File: config.mk
export PLATFORM = sky130hd
export DESIGN_NAME = p405s_srm_rot_arb
export DESIGN_NICKNAME = d
export VERILOG_FILES = /design/src/rtl/p405s_srm_rot_arb.sv
export SDC_FILE = /design/constraint.sdc
export NUM_CORES = 1
export LEC_CHECK = 0
export ABC_AREA = 1
export ABC_CLOCK_PERIOD_IN_PS = 11300
export CAP_MARGIN = 20
export CORE_MARGIN = 2
export CORE_UTILIZATION = 64
export DETAILED_ROUTE_END_ITERATION = 8
export DONT_BUFFER_PORTS = 1
export GPL_TIMING_DRIVEN = 0
export HOLD_SLACK_MARGIN = 0.02
export PLACE_DENSITY = 0.88
export SETUP_SLACK_MARGIN = 0.5
export SYNTH_ARGS = -nofsm -noshare
export SYNTH_HDL_FRONTEND = slang
export SYNTH_SLANG_ARGS = --single-unit
File: constraint.sdc
create_clock -name CB -period 11.3 [get_ports CB]
set_clock_uncertainty 0.2 [all_clocks]
set_input_delay 3.39 -clock CB [delete_from_list [all_inputs] [get_ports CB]]
set_output_delay 3.39 -clock CB [all_outputs]
set_load 0.005 [all_outputs]
File: src/rtl/p405s_srm_rot_arb.sv
// ----------------------------------------------------------------------------
// p405s_srm_rot_arb
//   Shares one external 32-bit barrel left rotator between two requesters:
//     requester 0 - EXE integer shift/rotate ops
//     requester 1 - load/store data alignment
//   Each accepted op is turned into a left-rotate amount plus a bit mask in an
//   issue register (S1) that drives the rotator. The rotator output is masked
//   and captured in a result register (S2) and returned with a requester tag
//   over a valid/ready handshake.
//
//   Bit numbering: the architectural view numbers bit 0 as the MSB. Vectors
//   here are declared [31:0], so architectural bit k is vector bit 31-k. A
//   left rotate moves bits towards the MSB in both views.
// ----------------------------------------------------------------------------
module p405s_srm_rot_arb #(
  // Cycles requester 1 may be refused while requesting before it wins (1..15)
  parameter int unsigned STARVE_LIMIT = 4
) (
  input  logic        CB,
  input  logic        reset,
  // Requester 0: EXE shift/rotate
  input  logic        req0Val,
  output logic        req0Rdy,
  input  logic [31:0] req0Data,
  input  logic [4:0]  req0Amt,
  input  logic [1:0]  req0Op,
  // Requester 1: load/store alignment
  input  logic        req1Val,
  output logic        req1Rdy,
  input  logic [31:0] req1Data,
  input  logic [4:0]  req1Amt,
  input  logic [1:0]  req1Op,
  // External rotator
  output logic [31:0] rotData_NEG,
  output logic [4:0]  rotAmt,
  input  logic [31:0] rotResult,
  // Result handshake
  output logic        resVal,
  input  logic        resRdy,
  output logic [31:0] resData,
  output logic        resTag
);

  // Op encodings; 2'b11 is reserved and behaves as a rotate
  localparam logic [1:0] OP_ROTL = 2'b00;
  localparam logic [1:0] OP_SLL  = 2'b01;
  localparam logic [1:0] OP_SRL  = 2'b10;

  localparam logic [3:0] STARVE_MAX = 4'(STARVE_LIMIT);

  // --------------------------------------------------------------------------
  // Op conversion helpers
  // --------------------------------------------------------------------------

  // Left-rotate amount: a right shift by n is a left rotate by 32-n, and the
  // 5-bit wrap makes n = 0 come out as 0.
  function automatic logic [4:0] rot_amount(input logic [1:0] op,
                                            input logic [4:0] n);
    case (op)
      OP_SRL:  return 5'd0 - n;
      default: return n;
    endcase
  endfunction

  // Mask that clears the bits a rotate wrapped around. For sll the n LSBs are
  // cleared, for srl the n MSBs; n = 0 leaves the mask all ones.
  function automatic logic [31:0] shift_mask(input logic [1:0] op,
                                             input logic [4:0] n);
    case (op)
      OP_SLL:  return 32'hFFFF_FFFF << n;
      OP_SRL:  return 32'hFFFF_FFFF >> n;
      default: return 32'hFFFF_FFFF;
    endcase
  endfunction

  // --------------------------------------------------------------------------
  // State
  // --------------------------------------------------------------------------
  logic        s1_val_q,       s1_val_d;
  logic        s1_tag_q,       s1_tag_d;
  logic [31:0] s1_mask_q,      s1_mask_d;
  logic [4:0]  rot_amt_q,      rot_amt_d;
  logic [31:0] rot_data_neg_q, rot_data_neg_d;

  logic        res_val_q,      res_val_d;
  logic [31:0] res_data_q,     res_data_d;
  logic        res_tag_q,      res_tag_d;

  logic [3:0]  starve_cnt_q,   starve_cnt_d;

  // --------------------------------------------------------------------------
  // Flow control and arbitration
  // --------------------------------------------------------------------------
  logic        can_adv_s2;
  logic        can_load_s1;
  logic        starve_hit;
  logic        gnt0;
  logic        gnt1;
  logic        accept;

  logic [31:0] sel_data;
  logic [4:0]  sel_amt;
  logic [1:0]  sel_op;

  // S2 may take a new value when empty or being drained this cycle; S1 may
  // take a new op when empty or when its op moves on into S2. An empty S1
  // can therefore still fill while S2 is stalled; it then holds.
  assign can_adv_s2  = ~res_val_q | resRdy;
  assign can_load_s1 = ~s1_val_q | can_adv_s2;

  // Requester 0 wins by default; requester 1 wins alone or once it has been
  // refused STARVE_LIMIT consecutive requesting cycles.
  assign starve_hit = (starve_cnt_q == STARVE_MAX);
  assign gnt1       = req1Val & (~req0Val | starve_hit);
  assign gnt0       = req0Val & ~gnt1;

  // Ready is held low while reset is asserted so nothing is handed off into
  // a pipeline that is being cleared.
  assign req0Rdy = ~reset & can_load_s1 & gnt0;
  assign req1Rdy = ~reset & can_load_s1 & gnt1;
  assign accept  = req0Rdy | req1Rdy;

  // Operand mux for the winning requester
  assign sel_data = gnt1 ? req1Data : req0Data;
  assign sel_amt  = gnt1 ? req1Amt  : req0Amt;
  assign sel_op   = gnt1 ? req1Op   : req0Op;

  // --------------------------------------------------------------------------
  // Next-state logic
  // --------------------------------------------------------------------------

  // S1 issue stage: load a new op, empty out, or hold while blocked
  always_comb begin
    // NOTE: every variable gets a default first so no path leaves it
    // unassigned; otherwise the tool infers a latch to hold the old value.
    s1_val_d       = s1_val_q;
    s1_tag_d       = s1_tag_q;
    s1_mask_d      = s1_mask_q;
    rot_amt_d      = rot_amt_q;
    rot_data_neg_d = rot_data_neg_q;
    if (can_load_s1) begin
      s1_val_d = accept;
      // Operand, amount and mask keep their last value while S1 is empty
      if (accept) begin
        s1_tag_d       = gnt1;
        s1_mask_d      = shift_mask(sel_op, sel_amt);
        rot_amt_d      = rot_amount(sel_op, sel_amt);
        rot_data_neg_d = ~sel_data;
      end
    end
  end

  // S2 result stage: capture masked rotator output when S1 advances
  always_comb begin
    res_val_d  = res_val_q;
    res_data_d = res_data_q;
    res_tag_d  = res_tag_q;
    if (can_adv_s2) begin
      res_val_d = s1_val_q;
      if (s1_val_q) begin
        res_data_d = rotResult & s1_mask_q;
        res_tag_d  = s1_tag_q;
      end
    end
  end

  // Starvation counter: counts refused requesting cycles of requester 1
  always_comb begin
    starve_cnt_d = starve_cnt_q;
    if (!req1Val || req1Rdy) begin
      starve_cnt_d = 4'd0;
    end else if (!starve_hit) begin
      starve_cnt_d = starve_cnt_q + 4'd1;
    end
  end

  // --------------------------------------------------------------------------
  // Registers
  // --------------------------------------------------------------------------

  // S1 issue register; the operand resets to all ones (inverted zero)
  always_ff @(posedge CB or posedge reset) begin
    if (reset) begin
      // NOTE: non-blocking assignments in clocked blocks so every register
      // samples the pre-edge values and ordering between blocks is moot.
      s1_val_q       <= 1'b0;
      s1_tag_q       <= 1'b0;
      s1_mask_q      <= 32'hFFFF_FFFF;
      rot_amt_q      <= 5'd0;
      rot_data_neg_q <= 32'hFFFF_FFFF;
    end else begin
      s1_val_q       <= s1_val_d;
      s1_tag_q       <= s1_tag_d;
      s1_mask_q      <= s1_mask_d;
      rot_amt_q      <= rot_amt_d;
      rot_data_neg_q <= rot_data_neg_d;
    end
  end

  // S2 result register
  always_ff @(posedge CB or posedge reset) begin
    if (reset) begin
      res_val_q  <= 1'b0;
      res_data_q <= 32'h0;
      res_tag_q  <= 1'b0;
    end else begin
      res_val_q  <= res_val_d;
      res_data_q <= res_data_d;
      res_tag_q  <= res_tag_d;
    end
  end

  // Starvation counter register
  always_ff @(posedge CB or posedge reset) begin
    if (reset) begin
      starve_cnt_q <= 4'd0;
    end else begin
      starve_cnt_q <= starve_cnt_d;
    end
  end

  // --------------------------------------------------------------------------
  // Outputs
  // --------------------------------------------------------------------------
  assign rotData_NEG = rot_data_neg_q;
  assign rotAmt      = rot_amt_q;
  assign resVal      = res_val_q;
  assign resData     = res_data_q;
  assign resTag      = res_tag_q;

endmodule

==> results.cfg, run 1 <==
[outcome]
status = finished clean

[synth]
yosysWarnings = 0
synthSimpleGateAreaFrac_pct = 32.3
synth_top_family_by_area = simple AND/OR/NAND/NOR gates
avgSynthCellArea_um2 = 7.91
synthXorXnorAreaFrac_pct = 0.316
yosys.area_share.adder_pct = 1.13
synth_fp_nets = 820
synthMuxAreaShare_pct = 0
ys_types = 32
syn_inst = 700
synth_compound_area_share_pct = 9.85
syn_area_um2 = 5540
seq_area_frac_synth_pct = 50.7
synth_seq_cells = 109

[place]
numPortBuffers = 0
gp_congestion = 0.920
hpwl_um = 11500

[global_routing]
track_usage_pct = 32.7
grt.overflow.total = 0
antenna_found_initial = 0
grt_first_pass_wirelength_um = 24400
grt_max_degree = 59
first_global_vias = 4844

[critical_path]
r2r_cells = 15
critPathMaxStageDelay_ns = 0.44
reg2reg_to = s1_mask_q[25]
crit_path_start_kind = primary input
path_cells = inv_4 -> buf_16 -> nand2_1 -> nor2_1 -> inv_1 -> nor2_1
path_class = in -> out
slowest_stage = inv_4
required_ns = 7.71
arrival_ns = 4.95
crit_path_frequent_cell = nor2_1
path_buf_inv = 3
cp_max_fo = 58
crit_path_end_kind = output port
critPathTopFamily = buffers and inverters
worstReg2RegStart = starve_cnt_q[0]
rrSetupSlack_ns = 8.02

[clocking]
root_buffer = clkbuf_8
clock_path_buffers = 2
cts.clk_slew.worst_paths_ns = 0.11
htree_levels = 3
ctsResizeCount = 0
cts-hold-fix-buffers = 0
postCtsSetupRepairBufs = 0
cts_tree = done
cts_sinks = 109
clk_latency_ns = 0.38
cts_made_buffers = 9

[sta]
fmax_mhz = 117
post-route-period-util_pct = 75.6
slew_violations = 0
finalSetupViolCount = 0
slew_headroom_pct = 55.3
hold_viol = 0
tightest_slew_ns = 0.671
rsz0062_at_grt = false
finalCriticalPeriod_ns = 8.54
fin_tns_setup_ns = 0

[power_and_ir_drop]
leakagePower_uw = 0.00286
vdd_ir_drop_max_mv = 0.126
power_uw = 1120
power.density_nw_per_um2 = 189

[layout]
postLayoutCoreUtil_pct = 71.3
diodes = 0
fill_cells = 644
layout-drive-gt1-share_pct = 18.1
area_growth_pct = 6.92
nNetsFinal = 832

[floorplan]
dieArea_um2 = 9410
num_rows = 33
core_area_um2 = 8300
initial_core_util_pct = 66.7
boundaryPins = 188
chipHeight_um = 97.0
die_x_um = 97.0

[route]
dr.first_iter.drc_count = 302
routed_via_density = 5.81
ant_nets = 0
vias = 4774
finalWirelength_um = 15000
dr.pass1.iters = 5
drc = 0
wl_per_cell_um = 18.3

[worst_hold_path]
hold_path_class = reg -> reg
whs_endpoint = s1_mask_q[19]
min-delay-start = s1_mask_q[19]
min_path_cells = 2

[run]
maxCapViolations = 0
## power by group
part	internal, µW	total, µW	switching [µW]	leakage, µW
combinational	82.2	241	159	0.00151
clock	126	265	139	0.000107
sequential	534	613	79.4	0.00125
## registers in the layout (all words and copies together), names as in the netlist
signal / cells
s1_mask_q: 32
s1_val_q: 1
resVal: 1
rotData_NEG: 32
rotAmt: 5
resTag: 1
starve_cnt_q: 4
resData: 32
s1_tag_q: 1
## cells by family after synthesis
group | after synthesis
AO/OA/AOI/OAI | 103
XOR/XNOR | 2
adder cells (fa/ha/maj) | 5
buffers and inverters | 68
flip-flops | 109
AND/OR/NAND/NOR | 413
## worst reg2reg max path: cells and delay by family (launching register included)
kind	cells	cell delay (ns)
adder cells (fa/ha/maj)	2	0.41
flip-flops	1	0.42
AO/OA/AOI/OAI	1	0.31
buffers and inverters	4	0.71
AND/OR/NAND/NOR	8	1.19
## cell usage after synthesis
cell      number  area share (%)
a21boi_4       1            0.34
a21oi_1       44             4.0
a31oi_1        2            0.23
buf_1          2            0.14
buf_2          7            0.63
buf_4          1            0.14
buf_6          6             1.2
clkbuf_1      16             1.1
dfrtp_1       45              20
dfstp_2       64              30
ha_1           5             1.1
inv_1         33             2.2
inv_2          3            0.20
nand2_1      285              19
nand2_2       10             1.1
nand2_4        7             1.4
nand2_8        1            0.36
nand3_1       51             4.6
nand3_2        2            0.36
nand3_4        1            0.32
nand3b_1       2            0.27
nor2_1        44             3.0
nor2_2         2            0.23
nor2_4         5             1.0
nor3_1         1           0.090
o211ai_1       1            0.14
o21ai_0       50             4.5
o21ai_1        4            0.36
o21ai_4        1            0.29
or2_2          2            0.23
xnor2_1        1            0.16
xor2_1         1            0.16
## cell type report
type / instances / area (µm²) / area share, %
buffer: 32 / 178 / 3.00
clock buffer: 9 / 124 / 2.09
clock inverter: 7 / 97.6 / 1.65
inverter: 36 / 138 / 2.33
multi-input combinational: 523 / 2420 / 40.8
sequential: 109 / 2810 / 47.4
tap: 105 / 131 / 2.22
timing repair buffer: 1 / 27.5 / 0.465
## placed cells by master, fill, tap and decap left out, drive strengths merged
cell	count
o21ai	55
ha	5
a31oi	2
nor2	51
inv	37
a21oi	44
clkinvlp	1
a21boi	1
nand2	303
clkinv	3
xor2	1
clkbuf	25
bufinv	2
or2	2
dfrtp	45
nor3	1
nand3b	2
xnor2	1
buf	17
dfstp	64
o211ai	1
nand3	54
## worst max path at each step
stage                     cells after the start  startpoint      end  slack (ns)
after floorplan                               5       reset  req0Rdy        1.18
after global placement                        5       reset  req0Rdy        0.05
after detailed placement                      6       reset  req0Rdy        2.75
after CTS                                     6       reset  req0Rdy        2.70
after global routing                          6       reset  req0Rdy        2.53
final                                         6       reset  req0Rdy        2.76
## stage by stage
step	cells	hold slack [ns]	setup WS, ns	instance area, µm²
final	822	0.286	2.76	5920
after global routing	822	0.301	2.53	5920
after CTS	822	0.285	2.70	5920
after detailed placement	806	0.268	2.75	5700
after global placement	805	0.266	0.0478	5670
after floorplan	700	0.248	1.18	5540
## metal layers
metal  vias up  track usage (%)  wire length, µm
met2       236             57.4             7640
met1      2264             40.5             5970
met5         -                0                0
met3        27             5.64             1020
li1       2247                -                -
met4         0             11.8              383
Note: power is estimated with default switching activity, not from simulation.
==> run 2, diff against run 1 <==
ABC_CLOCK_PERIOD_IN_PS = 6900   (was 11300)
CORE_UTILIZATION = 57   (was 64)
PLACE_DENSITY = 0.83   (was 0.88)
clock period = 6.9 ns   (was 11.3 ns; I/O delays follow)
==> results.cfg, run 2 (synthesis results as in run 1) <==
[outcome]
status = finished clean

[critical_path]
crit_path_end_kind = output port
arrival_ns = 3.37
cp_max_fo = 45
required_ns = 4.63
crit_path_start_kind = primary input
path_class = in -> out

[layout]
mostFrequentLayoutCells = 285 x nand2_1, 64 x dfstp_2, 51 x nand3_1
nNetsFinal = 833
design_area_um2 = 5930
fill_cells = 836
instances_no_fill = 847
area_growth_pct = 7.12
layout-drive-gt1-share_pct = 18.4
final_common_cell = nand2_1
diodes = 0

[sta]
finalCriticalPeriod_ns = 5.64
slew_violations = 0
finalSetupViolCount = 0
setup_ws_ns = 1.26
slew_headroom_pct = 60.5
tightest_slew_ns = 0.592
post-route-period-util_pct = 81.8
hold_viol = 0
rsz0062_at_grt = false
fmax_mhz = 177

[run]
maxCapViolations = 0

[route]
vias = 4681
wl_per_cell_um = 17.8
drc = 0
dr.pass1.iters = 5
routed_via_density = 5.53
finalWirelength_um = 15100
dr.first_iter.drc_count = 296
ant_nets = 0

[floorplan]
core_area_um2 = 9330
die_x_um = 103
dieArea_um2 = 10500
initial_core_util_pct = 59.4
num_rows = 35
chipHeight_um = 103
boundaryPins = 188

[global_routing]
track_usage_pct = 29.8
antenna_found_initial = 0
first_global_vias = 4622
grt.overflow.total = 0
grt_first_pass_wirelength_um = 23900
grt_max_degree = 47

[place]
hpwl_um = 11800
place_area_um2 = 5740
pre_cts_ws_ns = 1.21
gp_congestion = 0.921
numPortBuffers = 0
placed_cells = 831

[power_and_ir_drop]
vdd_ir_drop_max_mv = 0.148
power.density_nw_per_um2 = 299
leakagePower_uw = 0.00285

[clocking]
htree_levels = 3
cts-hold-fix-buffers = 0
clock_path_buffers = 2
root_buffer = clkbuf_8
postCtsSetupRepairBufs = 0
cts_sinks = 109
cts_made_buffers = 9
ctsResizeCount = 0
cts.clk_slew.worst_paths_ns = 0.10
cts_tree = done
clk_latency_ns = 0.38

[worst_hold_path]
hold_path_class = reg -> reg
[run 2: worst max-delay path, stage by stage]
cell	delay, ns
clkinvlp_4	0.33
buf_12	0.29
nand2_1	0.21
nor2_2	0.18
inv_1	0.08
nor2_1	0.19
[run 2: report_power, final]
group          leakage [µW]  internal (µW)  switching (µW)
combinational       0.00151            135             258
clock             0.0000916            146             232
sequential          0.00125            874             129
[run 2: layer usage]
metal	track usage, %	vias to the layer above	share of wire, %
met5	0	-	0
met4	8.51	0	1.8
met3	6.44	21	6.7
met2	51.9	182	51
met1	37.6	2231	41
li1	-	2247	-
[run 2: through the flow]
step | hold WS, ns | power [µW] | setup TNS (ns) | util (%)
final | 0.283 | 1770 | 0 | 63.6
after CTS | 0.285 | 1780 | 0 | 63.6
after global placement | 0.266 | 1380 | -0.583 | 61.2
after global routing | 0.300 | 1890 | 0 | 63.6
after detailed placement | 0.268 | 1410 | 0 | 61.6
after floorplan | 0.248 | 1270 | 0 | -
[run 2: area by class of cell]
type,count,area (µm²),area share (%)
Tap cell,129,161,2.72
Clock inverter,5,45.0,0.759
Timing Repair Buffer,2,40.0,0.675
Multi-Input combinational cell,523,2420,40.8
Inverter,36,139,2.34
Clock buffer,11,141,2.38
Sequential cell,109,2810,47.3
Buffer,32,178,3.00
[run 2: final timing paths]
| check | from | endpoint | slack, ns | cells after the start |
|---|---|---|---|---|
| setup / recovery | reset | req0Rdy | 1.26 | 6 |
| setup reg to reg | starve_cnt_q[0] | rotAmt[4] | 3.70 | 14 |
| hold / removal | rotData_NEG[25] | rotData_NEG[25] | 0.28 | 2 |
| max in group asynchronous | reset | s1_mask_q[9] | 4.48 | 2 |
| hold reg to reg | rotData_NEG[25] | rotData_NEG[25] | 0.28 | 2 |
| min in group asynchronous | reset | rotAmt[4] | 1.38 | 1 |
==> run 3, diff against run 2 <==
ABC_CLOCK_PERIOD_IN_PS = 5300   (was 6900)
CORE_UTILIZATION = 64   (was 57)
PLACE_DENSITY = 0.88   (was 0.83)
clock period = 5.3 ns   (was 6.9 ns; I/O delays follow)
==> results.cfg, run 3 (synthesis results as in run 1) <==
[outcome]
status = finished clean

[clocking]
cts_sinks = 109
cts_tree = done
root_buffer = clkbuf_8
cts.clk_slew.worst_paths_ns = 0.11
clock_path_buffers = 2
cts_made_buffers = 9
htree_levels = 3
clk_latency_ns = 0.37
ctsResizeCount = 0

[power_and_ir_drop]
p_comb_share_pct = 21.9
switchingPower_uw = 812
leakagePower_uw = 0.00286
vdd_ir_drop_max_mv = 0.192
internal-power_uw = 1540
netSwitchingFraction_pct = 34.5
clockPowerShare_pct = 22.5
p_seq_share_pct = 55.7
power.density_nw_per_um2 = 397

[global_routing]
grt_first_pass_wirelength_um = 24600
track_usage_pct = 32.7
first_global_vias = 4915
antenna_found_initial = 0
grt.overflow.total = 0
grt_max_degree = 47

[layout]
fill_cells = 650
instances_no_fill = 824
final_common_cell = nand2_1
mostFrequentLayoutCells = 285 x nand2_1, 64 x dfstp_2, 51 x nand3_1
layout-drive-gt1-share_pct = 18.6
design_area_um2 = 5920
diodes = 0
area_growth_pct = 6.98
nNetsFinal = 834

[sta]
rsz0062_at_grt = false
fmax_mhz = 222
tightest_slew_ns = 0.594
finalSetupViolCount = 0
post-route-period-util_pct = 85.0
finalCriticalPeriod_ns = 4.51
slew_headroom_pct = 60.4
slew_violations = 0
hold_viol = 0

[critical_path]
crit_path_start_kind = primary input
required_ns = 3.51
crit_path_end_kind = output port
cp_max_fo = 10
path_class = in -> out
arrival_ns = 2.72

[floorplan]
core_area_um2 = 8300
boundaryPins = 188
dieArea_um2 = 9410
die_x_um = 97.0
chipHeight_um = 97.0
num_rows = 33
initial_core_util_pct = 66.7

[place]
placed_cells = 807
place_area_um2 = 5710
hpwl_um = 11500
numPortBuffers = 0
gp_congestion = 0.923

[route]
dr.first_iter.drc_count = 218
finalWirelength_um = 15100
dr.pass1.iters = 5
wl_per_cell_um = 18.3
ant_nets = 0
routed_via_density = 5.82
drc = 0
vias = 4794

[worst_hold_path]
hold_path_class = reg -> reg

[run]
maxCapViolations = 0
run 3: cell count changes in the layout (fill, tap and decap cells not counted), sizes merged:
cell,delta
clkbuf,-2
inv,+2
bufinv,+1
clkinv,-1
clkinvlp,+1
run 3: final timing paths:
check / end / cells after the start / startpoint / slack (ns)
hold / removal: rotData_NEG[20] / 2 / rotData_NEG[20] / 0.29
hold reg to reg: rotData_NEG[20] / 2 / rotData_NEG[20] / 0.29
setup reg to reg: s1_mask_q[25] / 15 / starve_cnt_q[0] / 2.10
setup / recovery: req0Rdy / 4 / req1Val / 0.79
min in group asynchronous: rotAmt[4] / 1 / reset / 0.88
max in group asynchronous: s1_mask_q[18] / 2 / reset / 3.50
run 3: critical path, stage by stage:
cell and delay, ns:
buf_2 0.24, a21boi_4 0.35, clkbuf_1 0.39, nor2_1 0.14
run 3: timing repair:
item | in CTS | in global routing
setup buffers | 0 | 0
hold buffers | 0 | 0
endpoints found under the setup margin | 0 | 1
run 3: metal layers:
metal / vias to the layer above / track usage [%] / routed length (µm) / share of wire (%)
li1: 2255 / - / - / -
met1: 2271 / 40.9 / 5920 / 39
met2: 236 / 56.8 / 7610 / 50
met3: 32 / 6.21 / 1170 / 7.7
met4: 0 / 11.5 / 377 / 2.5
met5: - / 0 / 0 / 0
run 3: final cells by class:
class	count	area [µm²]	area share [%]
flip-flops and latches	109	2810	47.4
multi-input cells	523	2420	40.8
plain buffers	32	178	3.00
inverters	36	139	2.34
well taps	105	131	2.22
clock buffers	9	124	2.09
clock inverters	7	80.1	1.35
repair buffers	2	40.0	0.676
repair inverters	1	5.00	0.0845
run 3: metrics by stage:
step                      setup slack, ns  utilization [%]  total power, µW  TNS, ns  hold slack [ns]
after floorplan                    -0.241                -             1660   -0.334            0.248
after global placement              -1.00             68.4             1800    -8.43            0.265
after detailed placement            0.630             68.9             1830        0            0.269
after CTS                           0.630             71.3             2350        0            0.287
after global routing                0.652             71.4             2490        0            0.300
final                               0.793             71.4             2350        0            0.286
run 3: power by group through the flow:
stage	clock network [µW]	logic (µW)	registers (µW)
floorplan	0	392	1260
global placement	0	485	1320
detailed placement	0	512	1320
CTS	529	514	1310
global route	561	595	1330
finish	528	515	1310
